`config.mk`:
```
export PLATFORM = sky130hd
export DESIGN_NAME = mdr_mem_unit
export DESIGN_NICKNAME = d
export VERILOG_FILES = /design/src/rtl/mdr_mem_unit.sv
export SDC_FILE = /design/constraint.sdc
export NUM_CORES = 1
export LEC_CHECK = 0
export CORE_MARGIN = 2
export CORE_UTILIZATION = 45
export DETAILED_ROUTE_END_ITERATION = 10
export DONT_BUFFER_PORTS = 1
export PLACE_DENSITY = 0.7
export SKIP_LAST_GASP = 1
export SLEW_MARGIN = 20
export SYNTH_ARGS = -nofsm -noshare
export SYNTH_HDL_FRONTEND = slang
export SYNTH_SLANG_ARGS = --single-unit
```
`constraint.sdc`:
```
create_clock -name clock -period 5.5 [get_ports clock]
set_clock_uncertainty 0.15 [all_clocks]
set_input_delay 0.55 -clock clock [delete_from_list [all_inputs] [get_ports clock]]
set_output_delay 0.55 -clock clock [all_outputs]
set_load 0.05 [all_outputs]
```
`src/rtl/mdr_mem_unit.sv`:
```
// MAR/MDR stage driving single-word req/ack RAM transactions; done pulses the cycle after mem_ack; busy locks out bus loads.
// Build option MEM_TIMEOUT_EN: abort after TIMEOUT ack-less cycles and raise sticky err; otherwise wait on mem_ack forever.
module mdr_mem_unit #(
  parameter int ADDR_W  = 9,
  parameter int DATA_W  = 32,
  parameter int TIMEOUT = 15
) (
  input  logic              clock,
  input  logic              clear,
  input  logic [DATA_W-1:0] BusMuxOut,
  input  logic              MARin,
  input  logic              MDRin,
  input  logic              Read,
  input  logic              Write,
  input  logic [DATA_W-1:0] mem_rdata,
  input  logic              mem_ack,
  output logic [ADDR_W-1:0] mem_addr,
  output logic [DATA_W-1:0] mem_wdata,
  output logic              mem_req,
  output logic              mem_we,
  output logic [DATA_W-1:0] MDRdataOut,
  output logic              busy,
  output logic              done,
  output logic              err
);

  localparam logic [1:0] IDLE = 2'd0;
  localparam logic [1:0] RD   = 2'd1;
  localparam logic [1:0] WR   = 2'd2;
  localparam logic [1:0] DONE = 2'd3;

  logic [1:0]        state;
  logic [ADDR_W-1:0] mar;
  logic [DATA_W-1:0] mdr;
  logic              accept;
  logic              in_xact;
  logic              timeout_hit;

  // DONE accepts new commands exactly like IDLE so transactions can run back to back
  assign accept  = (state == IDLE) || (state == DONE);
  assign in_xact = (state == RD) || (state == WR);

`ifdef MEM_TIMEOUT_EN
  localparam int CNT_W = $clog2(TIMEOUT + 1);

  logic [CNT_W-1:0] wait_cnt;
  logic             err_q;

  // an ack in the final waiting cycle still completes normally
  assign timeout_hit = in_xact && !mem_ack && (wait_cnt == CNT_W'(TIMEOUT - 1));

  always_ff @(posedge clock) begin
    if (clear) begin
      wait_cnt <= '0;
      err_q    <= 1'b0;
    end else begin
      if (!in_xact) begin
        wait_cnt <= '0;
      end else if (!mem_ack) begin
        wait_cnt <= wait_cnt + CNT_W'(1);
      end
      if (timeout_hit) begin
        err_q <= 1'b1;
      end
    end
  end

  assign err = err_q;
`else
  logic unused_timeout;

  assign unused_timeout = (TIMEOUT == 0);
  assign timeout_hit    = 1'b0;
  assign err            = 1'b0;
`endif

  always_ff @(posedge clock) begin
    if (clear) begin
      state <= IDLE;
      mar   <= '0;
      mdr   <= '0;
    end else begin
      case (state)
        IDLE, DONE: begin
          if (MARin) begin
            mar <= BusMuxOut[ADDR_W-1:0];
          end
          if (MDRin && !Read) begin
            mdr <= BusMuxOut;
          end
          if (Read) begin
            state <= RD;
          end else if (Write) begin
            state <= WR;
          end else begin
            state <= IDLE;
          end
        end
        RD: begin
          if (mem_ack) begin
            mdr   <= mem_rdata;
            state <= DONE;
          end else if (timeout_hit) begin
            state <= IDLE;
          end
        end
        WR: begin
          if (mem_ack) begin
            state <= DONE;
          end else if (timeout_hit) begin
            state <= IDLE;
          end
        end
        default: state <= IDLE;
      endcase
    end
  end

  // every handshake output is a pure decode of registered state
  assign mem_req    = in_xact;
  assign mem_we     = (state == WR);
  assign busy       = in_xact;
  assign done       = (state == DONE);
  assign mem_addr   = mar;
  assign mem_wdata  = mdr;
  assign MDRdataOut = mdr;

endmodule

```
==> summary by stage, run 1 <==
Floorplanning
The overall die width is 80.09 um. The floorplan step defined a core boundary enclosing 0.005540 mm2. The floorplan step defined a die boundary enclosing 0.006414 mm2. The floorplan has 27 rows. The number of placed I/O pins is 149. The floorplan step set the die height to 80.09 um. For this configuration, the core starts out at a cell density of 47.02%.

Clock network
The quantity of gates resized following cts is 0. The total CTS buffers is 5. The number of sinks handled by clock tree synthesis is 43. TritonCTS built the clock tree. The tree is rooted in a sky130_fd_sc_hd__clkbuf_8. The maximum count of clock buffers along a single path is 2. The clock latency of the later-clocked register in the worst-skew pair is 0.28 ns.

The level count of the clock H-tree is 2. The total setup buffers inserted after CTS is 0. In this run, post-CTS hold repair placed 0 buffers. After clock tree synthesis, the clock-pin slew on the worst setup and hold paths is 0.08 ns.

Global route
The first global-routing pass estimated 7355 um of wire. Entering global routing, the biggest net connects 76 pins. The via count of the first global-routing pass came to 1515. The total overflow reported by the global router is 0. Across every metal layer, demand over resource in global routing totals 14.35%. The number of antenna violations at the first check in global routing is 0.

Logic synthesis
The combinational family with the most area after synthesis is multiplexers. The synthesized netlist devotes 1.441% of its cell area to adder and majority cells. The post-synth design cell area is 0.002605 mm2. The simple-gate portion of the synthesized area is 16.28%. The proportion of synthesized area in mux cells is 31.03%. For this run, the number of Yosys warnings is 0.

The post-synthesis compound-gate area fraction is 2.834%. The biggest area contributor in the post-synthesis netlist is sky130_fd_sc_hd__dfxtp_1. Yosys attributes the largest share of cell area to sky130_fd_sc_hd__dfxtp_1 (33%), sky130_fd_sc_hd__mux2_4 (18%), sky130_fd_sc_hd__mux2i_1 (12%), sky130_fd_sc_hd__buf_4 (9.8%), sky130_fd_sc_hd__nor2b_1 (7.9%). Synthesis produced a netlist with a net count of 340. The count of mapped cells out of synthesis is 266.

After Yosys synthesis, XOR and XNOR cells account for 0% of the synthesized area. The sequential-to-total area share from yosys stat is 33.05%. The post-synthesis cell type count is 22. The synthesized area per cell is 9.793 um2. After synthesis the netlist holds a flip-flop and latch count of 43. The fraction of synthesized cell area taken by the top area cell type is 33.05%.

Min path
The path with the worst hold slack has its endpoint at mem_addr[0]$_SDFFE_PP0P_. The hold path depth is 1. In this run the most critical hold path is launched from clear. The path type of the worst min-delay path is input pin to register.

Timing
Headroom to the max-slew limit came out at 32.94%. The number of max-slew violations in the final report is 0. The minimum setup slack in the final design is 2.641 ns. The final hold violation count was 0. For the pin with the worst max-slew slack, the measured transition is 1.006 ns. In the final timing run, aggregate negative setup slack is 0 ns. The number of endpoints failing setup at the final stage is 0.

The clock period minus worst slack is 2.859 ns. Setup repair after global routing left no endpoint under its margin. The maximum operating frequency is 0.3497 GHz.

The tightest hold margin is 0.2353 ns. The post-route clock period utilization is 51.99%.

Final layout
The post-route netlist has 20.09% of its cells at a drive strength greater than 1. For this run, the post-layout net count is 297. Leaving out fill and tap cells, the most frequent cell in the layout is sky130_fd_sc_hd__dfxtp_1. The flip-flop and latch area is 860.8 um2. In the final layout, the multi-input gates occupy 0.001350 mm2. From synthesis to final layout, the design area changed by -6.292%. The finished cells cover 0.002441 mm2.

In the layout the commonest cells are sky130_fd_sc_hd__dfxtp_1 (43), sky130_fd_sc_hd__nor2b_1 (33), sky130_fd_sc_hd__mux2i_1 (32), sky130_fd_sc_hd__nor2_1 (32), sky130_fd_sc_hd__mux2_4 (31). For this run, the number of standard cells in the final layout without fillers is 296. The number of diodes added for antenna fixing is 0. After filler insertion, the fill cell instance count of the layout stands at 552.

Route
The routed wirelength normalized by instance count is 15.98 um. The number of optimization iterations in the first detailed-route pass is 4. Once detail routing completed, the nets flagged for antenna violations numbered 0. In the routed design, unresolved DRC markers number 0. Detailed routing inserted a total of 1547 vias. The mean number of vias per cell is 5.226. The detailed router finished its first iteration with 48 violations.

The total wire length is 4730 um.

Placed design
The worst setup slack before clock tree synthesis is 2.613 ns. After detailed placement, the design holds a cell count of 288. The quantity of I/O buffers inserted on ports is 0. Summing all placed instances gives a cell area of 0.002323 mm2.

The half-perimeter wire length after detailed placement is 3231 um. The global placer's final weighted congestion is 0.7074.

Job
The tool flagged a number of max-cap violations equal to 0.

Pwr
VDD sags by at most 0.5035 mV. The total power divided by cell area is 672.1 mW/mm2. The leakage component of the power is 0.001035 uW.

Critical path
The number of cells on the worst reg-to-reg path is 5. The critical setup path kind is register to register. Along the worst path, the maximum fanout reaches 33. The capture point of the worst reg-to-reg path is MDRdataOut[18]$_SDFFE_PP0P_. STA classifies the critical path startpoint as a register.

The source of the worst register-to-register timing path is state[0]$_SDFFE_PP0P_. STA classifies the critical path endpoint as a register. The arrival time of data at the critical path endpoint is 2.89 ns. For the worst setup path, the data required time is 5.53 ns. Across all register-to-register paths, the minimum setup slack is 2.64 ns.

Run status
The run finished with clean final reports.
==> Yosys cell counts <==
library cell / count
sky130_fd_sc_hd__clkbuf_1: 6
sky130_fd_sc_hd__o21ai_4: 1
sky130_fd_sc_hd__a21oi_1: 10
sky130_fd_sc_hd__nor2_1: 32
sky130_fd_sc_hd__nor2b_1: 33
sky130_fd_sc_hd__inv_1: 3
sky130_fd_sc_hd__buf_12: 3
sky130_fd_sc_hd__nand2_1: 10
sky130_fd_sc_hd__buf_4: 34
sky130_fd_sc_hd__conb_1: 1
sky130_fd_sc_hd__buf_2: 5
sky130_fd_sc_hd__a211oi_1: 1
sky130_fd_sc_hd__mux2_2: 2
sky130_fd_sc_hd__nor3_1: 3
sky130_fd_sc_hd__nand3_1: 9
sky130_fd_sc_hd__inv_2: 1
sky130_fd_sc_hd__mux2i_1: 32
sky130_fd_sc_hd__mux2_4: 31
sky130_fd_sc_hd__ha_1: 3
sky130_fd_sc_hd__dfxtp_1: 43
sky130_fd_sc_hd__buf_1: 2
sky130_fd_sc_hd__buf_6: 1
==> report_power, final <==
| group | internal (uW) | switching (uW) |
|---|---|---|
| Clock | 147 | 108 |
| Combinational | 221 | 207 |
| Sequential | 390 | 567 |
| Total | 758 | 882 |
==> worst max-delay path, cell delays in order, from the launching register on <==
cell and delay (ns):
sky130_fd_sc_hd__dfxtp_1 0.39, sky130_fd_sc_hd__ha_2 0.87, sky130_fd_sc_hd__mux2_4 0.37, sky130_fd_sc_hd__o21ai_4 0.05
sky130_fd_sc_hd__buf_4 0.50, sky130_fd_sc_hd__mux2_2 0.39
==> through the flow <==
step | utilization, % | power, uW
detailed placement | 41.94 | 1399
finish | 44.06 | 1641
CTS | 44.06 | 1661
global route | 44.06 | 1715
floorplan | - | 1481
global placement | 41.94 | 1390
==> cells by family (layout without fill, tap and decap cells) <==
logic type | after synthesis | in the layout
other cells | 1 | 1
buf+inv | 55 | 13
compound gates | 12 | 12
flops | 43 | 43
simple gates | 87 | 87
mux | 65 | 65
fa+ha+maj | 3 | 3
==> cell type report <==
cell class                      count  share of cell area (%)
Clock buffer                        6                   3.383
Clock inverter                      2                   1.435
Inverter                            4                  0.6151
Multi-Input combinational cell    168                   55.30
Sequential cell                    43                   35.26
Tap cell                           72                   3.690
Timing Repair Buffer                1                  0.3075
==> metal layers <==
metal | vias to the layer above | wire length [um] | GRT usage (%)
li1 | 758 | - | -
met1 | 717 | 2113 | 18.14
met2 | 68 | 2218 | 23.50
met3 | 4 | 363 | 4.494
met4 | 0 | 34 | 4.068
met5 | - | 0 | 0
==> how the worst max path moves through the flow <==
stage | slack, ns | end | start | cells past startpoint
floorplan | 3.53 | MDRdataOut[0]$_SDFFE_PP0P_ | state[0]$_SDFFE_PP0P_ | 6
global placement | 2.67 | MDRdataOut[18]$_SDFFE_PP0P_ | state[1]$_SDFFE_PP0P_ | 6
detailed placement | 2.61 | MDRdataOut[18]$_SDFFE_PP0P_ | state[0]$_SDFFE_PP0P_ | 5
CTS | 2.59 | MDRdataOut[18]$_SDFFE_PP0P_ | state[0]$_SDFFE_PP0P_ | 5
global route | 2.48 | MDRdataOut[18]$_SDFFE_PP0P_ | state[0]$_SDFFE_PP0P_ | 5
finish | 2.64 | MDRdataOut[18]$_SDFFE_PP0P_ | state[0]$_SDFFE_PP0P_ | 5
==> state kept, by name (all words and copies together), names as in the netlist <==
| signal | flops |
|---|---|
| state | 2 |
| MDRdataOut | 32 |
| mem_addr | 9 |
Power figures use the tool's default switching activity.
==> inputs of run 2 (changes only) <==
--- a/config.mk
+++ b/config.mk
@@ -5,6 +5,7 @@
 export SDC_FILE = /design/constraint.sdc
 export NUM_CORES = 1
 export LEC_CHECK = 0
+export ABC_AREA = 1
 export CORE_MARGIN = 2
 export CORE_UTILIZATION = 45
 export DETAILED_ROUTE_END_ITERATION = 10
==> constraint.sdc (replaced) <==
create_clock -name clock -period 2.65 [get_ports clock]
set_clock_uncertainty 0.15 [all_clocks]
set_input_delay 0.265 -clock clock [delete_from_list [all_inputs] [get_ports clock]]
set_output_delay 0.265 -clock clock [all_outputs]
set_load 0.05 [all_outputs]
==> run 2 against run 1 <==
Net effect:
- register-to-register slack got worse by 2.0 ns
- global-route usage increased by 4.3 points
- sequential power increased by 52%
==> summary by stage, run 2 <==
Run status
The flow ran to the end, and the final reports show no timing, DRC or antenna violations.

Floorplanning
The die area came to 0.006504 mm2 (+1.4%). The starting density of the core is 47.43% (+0.41 points). The overall die width is 80.65 um (+0.71%). The area of the placeable core is 0.005574 mm2 (+0.61%).

The number of standard-cell rows in the floorplan came to 27 (unchanged). The number of placed I/O pins is 149 (unchanged). The overall die height is 80.65 um (+0.71%).

Route
The mean number of vias per cell is 4.787 (-8.4%). The post-route antenna net violation count is 0 (unchanged). The routed wirelength normalized by instance count is 11.95 um (-25%). The DRC violation total after the first TritonRoute iteration came to 84 (+75%).

The total number of vias is 2317 (+50%). The number of remaining DRC errors is 0 (unchanged). The total wire length came to 5785 um (+22%).

The number of optimization iterations in the first detailed-route pass came to 4 (unchanged).

Timing
The clock period minus worst slack is 2.000 ns (-0.8591 ns). The minimum setup slack in the final design came to 0.6497 ns (-1.991 ns). The tightest slew margin relative to the limit is 33.49% (+0.55 points). The final hold violation count was 0 (unchanged). The post-route clock period utilization is 75.48% (+23 points).

The number of max-slew violations in the final report came to 0 (unchanged). The number of endpoints failing setup at the final stage is 0 (unchanged). The final setup TNS came to 0 ns (unchanged). The measured slew at the worst slew-check pin is 0.9963 ns (-0.009625 ns).

The maximum operating frequency is 0.4999 GHz (+43%). Setup repair after global routing left no endpoint under its margin. The tightest hold margin is 0.1188 ns (-0.1165 ns).

Placed design
The worst setup slack before clock tree synthesis was 0.6661 ns (-1.947 ns). The number of instances in the placed design was 465 (+61%). The global placer's final weighted congestion came to 0.7958 (+12%). The half-perimeter wire length after detailed placement is 3985 um (+23%).

The quantity of I/O buffers inserted on ports came to 0 (unchanged).

Logic synthesis
The fraction of synthesis flops using an asynchronous set or reset pin was 0% (unchanged). The biggest area contributor in the post-synthesis netlist is sky130_fd_sc_hd__dfxtp_1. After synthesis, the most frequently instantiated cells are sky130_fd_sc_hd__nor2_1 (97), sky130_fd_sc_hd__inv_1 (70), sky130_fd_sc_hd__nand2_1 (67).

The fraction of synthesized cell area taken by the top area cell type was 32.56% (-0.48 points). By area the synthesized netlist is led by sky130_fd_sc_hd__dfxtp_1 (33%), sky130_fd_sc_hd__nor2_1 (14%), sky130_fd_sc_hd__buf_4 (12%), sky130_fd_sc_hd__inv_1 (9.9%), sky130_fd_sc_hd__nand2_1 (9.5%). The flip-flop and latch count after synthesis is 43 (unchanged). The number of nets produced by synthesis came to 503 (+48%). The dominant register cell in the synthesized netlist is sky130_fd_sc_hd__dfxtp_1. The count of mapped cells out of synthesis is 429 (+61%).

The post-synthesis cell type count is 17 (-23%). The post-synth design cell area came to 0.002644 mm2 (+1.5%). The count of flip-flops with a built-in enable after synthesis is 0 (unchanged).

The synthesized area per cell is 6.163 um2 (-37%). The sequential-to-total area share from yosys stat is 32.56% (-0.48 points). The synthesis warning total is 0 (unchanged). Among all cell types in the netlist, the one instantiated most often is sky130_fd_sc_hd__nor2_1.

Global route
The largest net degree at the start of global routing is 66 (-13%). The number of antenna violations at the first check in global routing came to 0 (unchanged). The first-pass GRT wire length is 9535 um (+30%). The total global-route track usage is 18.70% (+4.3 points). The total overflow reported by the global router is 0 (unchanged).

The via count of the first global-routing pass was 2207 (+46%).

Final layout
The flip-flop and latch area is 860.8 um2 (unchanged). The net count reported at finish is 485 (+63%). The most common cell after layout, fill and taps aside is sky130_fd_sc_hd__nor2_1. The number of inserted filler cells in the final layout is 606 (+9.8%). The final cell count without fillers is 484 (+64%). The top cell types in the final layout, fill and taps aside, are sky130_fd_sc_hd__nor2_1 (97), sky130_fd_sc_hd__inv_1 (70), sky130_fd_sc_hd__nand2_1 (67), sky130_fd_sc_hd__dfxtp_1 (43), sky130_fd_sc_hd__a21oi_1 (43). The end-of-flow core utilization was 48.60% (+4.5 points).

The flip-flop count of the largest register after layout is 32 (unchanged). The number of diodes added for antenna fixing is 0 (unchanged). The layout cell share with drive strength beyond 1 is 8.252% (-12 points).

The synthesis-to-finish area growth is 2.461%. The area of combinational cells with multiple inputs is 0.001112 mm2 (-18%).

Pwr
The share of power burned in combinational logic is 42.9% (+17 points). The sequential share of power came to 43.3% (-15 points). The net switching fraction of the power is 58.03% (+4.3 points).

The total internal power is 1400 uW (+85%). The total power divided by cell area is 1231 mW/mm2 (+83%). The worst ir drop on vdd was 0.5658 mV (+12%). The leakage component of the power is 0.001552 uW (+50%).

The share of total power in the clock network came to 13.8% (-1.8 points). The net switching power of the design is 1935 uW (+120%).

Clock network
The number of sinks handled by clock tree synthesis is 43 (unchanged). The total setup buffers inserted after CTS is 0 (unchanged). The level count of the clock H-tree is 2 (unchanged). TritonCTS built the clock tree. The quantity of gates resized following cts is 0 (unchanged).

The clock latency of the later-clocked register in the worst-skew pair is 0.29 ns (about the same). The count of hold buffers inserted by post-cts repair was 11 (+11). The CTS clock-pin slew for the worst setup and hold paths came to 0.09 ns (about the same). The total CTS buffers came to 5 (unchanged). The maximum count of clock buffers along a single path came to 2 (unchanged). The tree is rooted in a sky130_fd_sc_hd__clkbuf_8.

Critical path
The kind of end point of the critical path is a register. STA classifies the critical path startpoint as a register. The critical path data required time is 2.70 ns (-2.83 ns). The worst-case register-to-register setup slack came to 0.65 ns (-1.99 ns). The critical path is of the register to register type.

The peak fanout along the critical path was 64 (+94%). The arrival time of data at the critical path endpoint is 2.05 ns (-0.84 ns).

Min path
The tightest min-delay check is of the input pin to register type.

Job
The number of max-capacitance violations reported is 0 (unchanged).
run 2: cell types whose count changed after synthesis, moves of 32 or more:
cell | before | now
sky130_fd_sc_hd__nor2_1 | 32 | 97
sky130_fd_sc_hd__nand2_1 | 10 | 67
sky130_fd_sc_hd__a21oi_1 | 10 | 43
sky130_fd_sc_hd__nor2b_1 | 33 | 0
sky130_fd_sc_hd__inv_1 | 3 | 70
sky130_fd_sc_hd__mux2i_1 | 32 | 0
run 2: logic make-up (layout without fill, tap and decap cells):
| logic type | count (synthesis) | in the layout | synth area share, % |
|---|---|---|---|
| AND/OR/NAND/NOR | 199 | 199 | 30.19 |
| other | 1 | 1 | 0.1418 |
| flip-flops | 43 | 43 | 32.56 |
| AO/OA/AOI/OAI | 54 | 54 | 10.22 |
| adder cells (fa/ha/maj) | 3 | 3 | 1.420 |
| buffers and inverters | 129 | 112 | 25.46 |
run 2: area by class of cell:
cell class	count	area share [%]
Clock buffer	7	3.557
Clock inverter	1	0.2771
Inverter	71	9.838
Multi-Input combinational cell	257	41.06
Sequential cell	43	31.78
Tap cell	72	3.326
Timing Repair Buffer	33	10.16
run 2: worst paths after layout:
kind,endpoint,startpoint,depth (start not counted)
max,MDRdataOut[7]$_SDFFE_PP0P_,state[0]$_SDFFE_PP0P_,7
min,state[1]$_SDFFE_PP0P_,mem_ack,4
max reg2reg,MDRdataOut[7]$_SDFFE_PP0P_,state[0]$_SDFFE_PP0P_,7
min reg2reg,MDRdataOut[20]$_SDFFE_PP0P_,MDRdataOut[20]$_SDFFE_PP0P_,2
run 2: power groups by stage:
stage                     clock (uW)  sequential, uW  combinational [uW]
final                            460            1450                1430
after global routing             509            1470                1580
after CTS                        483            1450                1440
after detailed placement           0            1460                1430
after global placement             0            1460                1410
after floorplan                    0            1480                1400
run 2: layer usage:
| layer | GRT usage, % | up-vias | share of wire, % |
|---|---|---|---|
| met4 | 8.136 | 0 | 2.5 |
| met1 | 18.87 | 986 | 40 |
| met3 | 6.966 | 18 | 9.5 |
| met5 | 0 | - | 0 |
| met2 | 34.08 | 101 | 48 |
| li1 | - | 1212 | - |
run 2: worst max-delay path, stage by stage (launching register included):
cell and delay (ns):
sky130_fd_sc_hd__dfxtp_1 0.39, sky130_fd_sc_hd__inv_1 0.06, sky130_fd_sc_hd__ha_1 0.34, sky130_fd_sc_hd__nand3_1 0.14
sky130_fd_sc_hd__nand2_4 0.49, sky130_fd_sc_hd__nand3_1 0.17, sky130_fd_sc_hd__nand2_1 0.09, sky130_fd_sc_hd__nor2_1 0.04
run 2: through the flow:
| stage | instance area, um2 | total power (uW) |
|---|---|---|
| 6_report | 2709 | 3335 |
| 5_1_grt | 2709 | 3562 |
| 4_1_cts | 2709 | 3373 |
| 3_5_place_dp | 2495 | 2890 |
| 3_3_place_gp | 2495 | 2867 |
| 2_1_floorplan | 2644 | 2876 |
==> inputs of run 3 (changes only) <==
--- a/config.mk
+++ b/config.mk
@@ -5,7 +5,7 @@
 export SDC_FILE = /design/constraint.sdc
 export NUM_CORES = 1
 export LEC_CHECK = 0
-export ABC_AREA = 1
+export ABC_AREA = 0
 export CORE_MARGIN = 2
 export CORE_UTILIZATION = 45
 export DETAILED_ROUTE_END_ITERATION = 10
==> constraint.sdc (replaced) <==
create_clock -name clock -period 2.1 [get_ports clock]
set_clock_uncertainty 0.15 [all_clocks]
set_input_delay 0.21 -clock clock [delete_from_list [all_inputs] [get_ports clock]]
set_output_delay 0.21 -clock clock [all_outputs]
set_load 0.05 [all_outputs]
==> run 3 against run 2 <==
Net effect:
- non-clock buffer count up 30
- fmax down 0.66%
- total power is 38% higher
- final cell count down 26%
- core utilization grew 4.9 points
- critical path type unchanged
- critical endpoint is now mem_addr[0]$_SDFFE_PP0P_
- highest routed layer unchanged
==> summary by stage, run 3 (synthesized netlist as in run 1, its figures left out) <==
Run status
The run finished with clean final reports.

Final layout
The library cells used most frequently in the layout, excluding fill and tap cells, are sky130_fd_sc_hd__dfxtp_1 (42), sky130_fd_sc_hd__buf_4 (38), sky130_fd_sc_hd__nor2b_1 (33), sky130_fd_sc_hd__mux2i_1 (32), sky130_fd_sc_hd__nor2_1 (32). The layout cell share with drive strength beyond 1 was 30.07% (+22 points). The synthesis-to-finish area growth is 13.78%. The most common cell after layout, fill and taps aside is sky130_fd_sc_hd__dfxtp_1.

The net count reported at finish came to 359 (-26%). The number of diodes added for antenna fixing is 0 (unchanged). The flip-flop count of the largest register after layout is 32 (unchanged).

Clock network
TritonCTS built the clock tree. The total CTS buffers was 5 (unchanged). The level count of the clock H-tree is 2 (unchanged). The total setup buffers inserted after CTS is 0 (unchanged).

The clock tree root buffer cell is sky130_fd_sc_hd__clkbuf_8. The CTS clock-pin slew for the worst setup and hold paths is 0.09 ns (about the same). The maximum count of clock buffers along a single path is 2 (unchanged). The clock latency of the later-clocked register in the worst-skew pair is 0.29 ns (about the same). The number of sinks handled by clock tree synthesis is 43 (unchanged).

Timing
The measured slew at the worst slew-check pin is 0.5366 ns (-0.4597 ns). The final hold violation count was 0 (unchanged). Setup repair after global routing left no endpoint under its margin. The tightest hold margin is 0.01247 ns (-0.1063 ns). The tightest slew margin relative to the limit was 64.18% (+31 points). The number of endpoints failing setup at the final stage is 0 (unchanged).

The maximum operating frequency is 0.4966 GHz (-0.66%). The final setup TNS is 0 ns (unchanged). The post-route clock period utilization was 95.88% (+20 points). The number of max-slew violations in the final report is 0 (unchanged).

The clock period minus worst slack was 2.014 ns (+0.01330 ns).

Global route
The met3 routing resource usage after global routing is 4.382% (-2.6 points). The met2 usage is 28.42% (-5.7 points). The largest net degree at the start of global routing was 66 (unchanged). The first-pass GRT wire length is 8300 um (-13%). The number of antenna violations at the first check in global routing came to 0 (unchanged).

The layer flagged by global routing as most heavily used is met2. The via count of the first global-routing pass came to 1773 (-20%). The total global-route track usage came to 16.56% (-2.1 points). The global-route track usage on met1 is 19.44% (+0.57 points). The total overflow reported by the global router is 0 (unchanged).

Pwr
The total internal power is 2192 uW (+57%). The total power divided by cell area is 1555 mW/mm2 (+26%). The net switching power of the design was 2417 uW (+25%). The total power is 4610 uW (+38%).

The leakage component of the power is 0.001306 uW (-16%). The net switching fraction of the power came to 52.44% (-5.6 points). The share of power burned in combinational logic came to 62.2% (+19 points). The worst ir drop on vdd came to 1.102 mV (+95%).

The share of total power in the clock network is 11.3% (-2.5 points). The sequential share of power is 26.4% (-17 points).

Min path
The hold path depth is 2 (-2). The path type of the worst min-delay path is input pin to register.

Critical path
The kind of end point of the critical path is a register. The arrival time of data at the critical path endpoint is 2.09 ns (+0.04 ns). The critical setup path kind is register to register. The critical path data required time is 2.17 ns (-0.53 ns). The peak fanout along the critical path was 10 (-84%).

The number of cells on the worst reg-to-reg path is 6 (-1). The category of the worst setup path launch point is a register.

Route
The routed wirelength normalized by instance count was 15.47 um (+29%). The total number of vias is 1789 (-23%). The number of optimization iterations in the first detailed-route pass came to 4 (unchanged).

The mean number of vias per cell was 4.997 (+4.4%). The post-route antenna net violation count is 0 (unchanged). The number of remaining DRC errors is 0 (unchanged).

The total wire length came to 5538 um (-4.3%). The DRC violation total after the first TritonRoute iteration is 36 (-57%).

Job
The number of max-capacitance violations reported is 0 (unchanged).

Floorplanning
The die area is 0.006414 mm2 (-1.4%). The overall die width is 80.09 um (-0.70%). The starting density of the core is 47.02% (-0.41 points). The overall die height came to 80.09 um (-0.70%). The number of placed I/O pins is 149 (unchanged). The area of the placeable core came to 0.005540 mm2 (-0.61%). The number of standard-cell rows in the floorplan is 27 (unchanged).

Placed design
The half-perimeter wire length after detailed placement is 3528 um (-11%). The quantity of I/O buffers inserted on ports was 0 (unchanged). The global placer's final weighted congestion is 0.6426 (-19%).
run 3: cell count changes in the layout (fill, tap and decap cells not counted), sizes merged, moves of 18 or more:
cell   previous run  this run
a21oi            43        10
buf              22        40
inv              71         4
mux2              0        33
mux2i             0        32
nand2            69        10
nand3            33         9
nor2             97        32
nor2b             0        33
run 3: cell type report:
cell class	count	area, um2
tap	72	90.09
multi-input combinational	168	1353
clock buffer	5	68.82
inverter	4	15.01
clock inverter	3	20.02
sequential	43	862.1
fill	504	2576
timing repair buffer	63	555.5
run 3: power by group through the flow:
| stage | combinational [uW] | clock (uW) | sequential, uW |
|---|---|---|---|
| 5_1_grt | 2980 | 575 | 1240 |
| 3_3_place_gp | 2760 | 0 | 1230 |
| 4_1_cts | 2860 | 546 | 1220 |
| 3_5_place_dp | 2800 | 0 | 1230 |
| 6_report | 2870 | 523 | 1220 |
| 2_1_floorplan | 2030 | 0 | 1850 |
run 3: worst paths after layout:
check,from,endpoint,slack [ns]
setup / recovery,state[0]$_SDFFE_PP0P_,mem_addr[0]$_SDFFE_PP0P_,0.09
hold reg to reg,MDRdataOut[25]$_SDFFE_PP0P_,MDRdataOut[25]$_SDFFE_PP0P_,0.47
hold / removal,clear,MDRdataOut[17]$_SDFFE_PP0P_,0.01
setup reg to reg,state[0]$_SDFFE_PP0P_,mem_addr[0]$_SDFFE_PP0P_,0.09
run 3: metal layers:
| layer | wire length (um) | part of all wire (%) | up-vias |
|---|---|---|---|
| met5 | 0 | 0 | - |
| met4 | 91 | 1.6 | 0 |
| met3 | 360 | 6.5 | 12 |
| met2 | 2739 | 49 | 73 |
| met1 | 2347 | 42 | 830 |
| li1 | - | - | 874 |
run 3: timing repair:
item                                    in CTS  in global routing
endpoints found under the setup margin       0                 21
endpoints found under the hold margin       11                  1
hold buffers                                22                  1
gates resized for setup                      0                  2
run 3: stage by stage:
stage	worst slack [ns]	area (um2)	instances	utilization [%]
floorplan	0.1310	2605	266	-
finish	0.08644	2964	358	53.50
detailed placement	0.06103	2641	327	47.67
global route	0.02773	2964	358	53.50
CTS	0.03698	2950	357	53.25
global placement	0.1160	2641	327	47.67
run 3: critical path, cell delays in order (launching register included):
cell and delay [ns]:
sky130_fd_sc_hd__dfxtp_2 0.36, sky130_fd_sc_hd__inv_1 0.06, sky130_fd_sc_hd__ha_2 0.37, sky130_fd_sc_hd__buf_4 0.20
sky130_fd_sc_hd__nand3_1 0.09, sky130_fd_sc_hd__dlygate4sd3_1 0.56, sky130_fd_sc_hd__a21oi_1 0.15
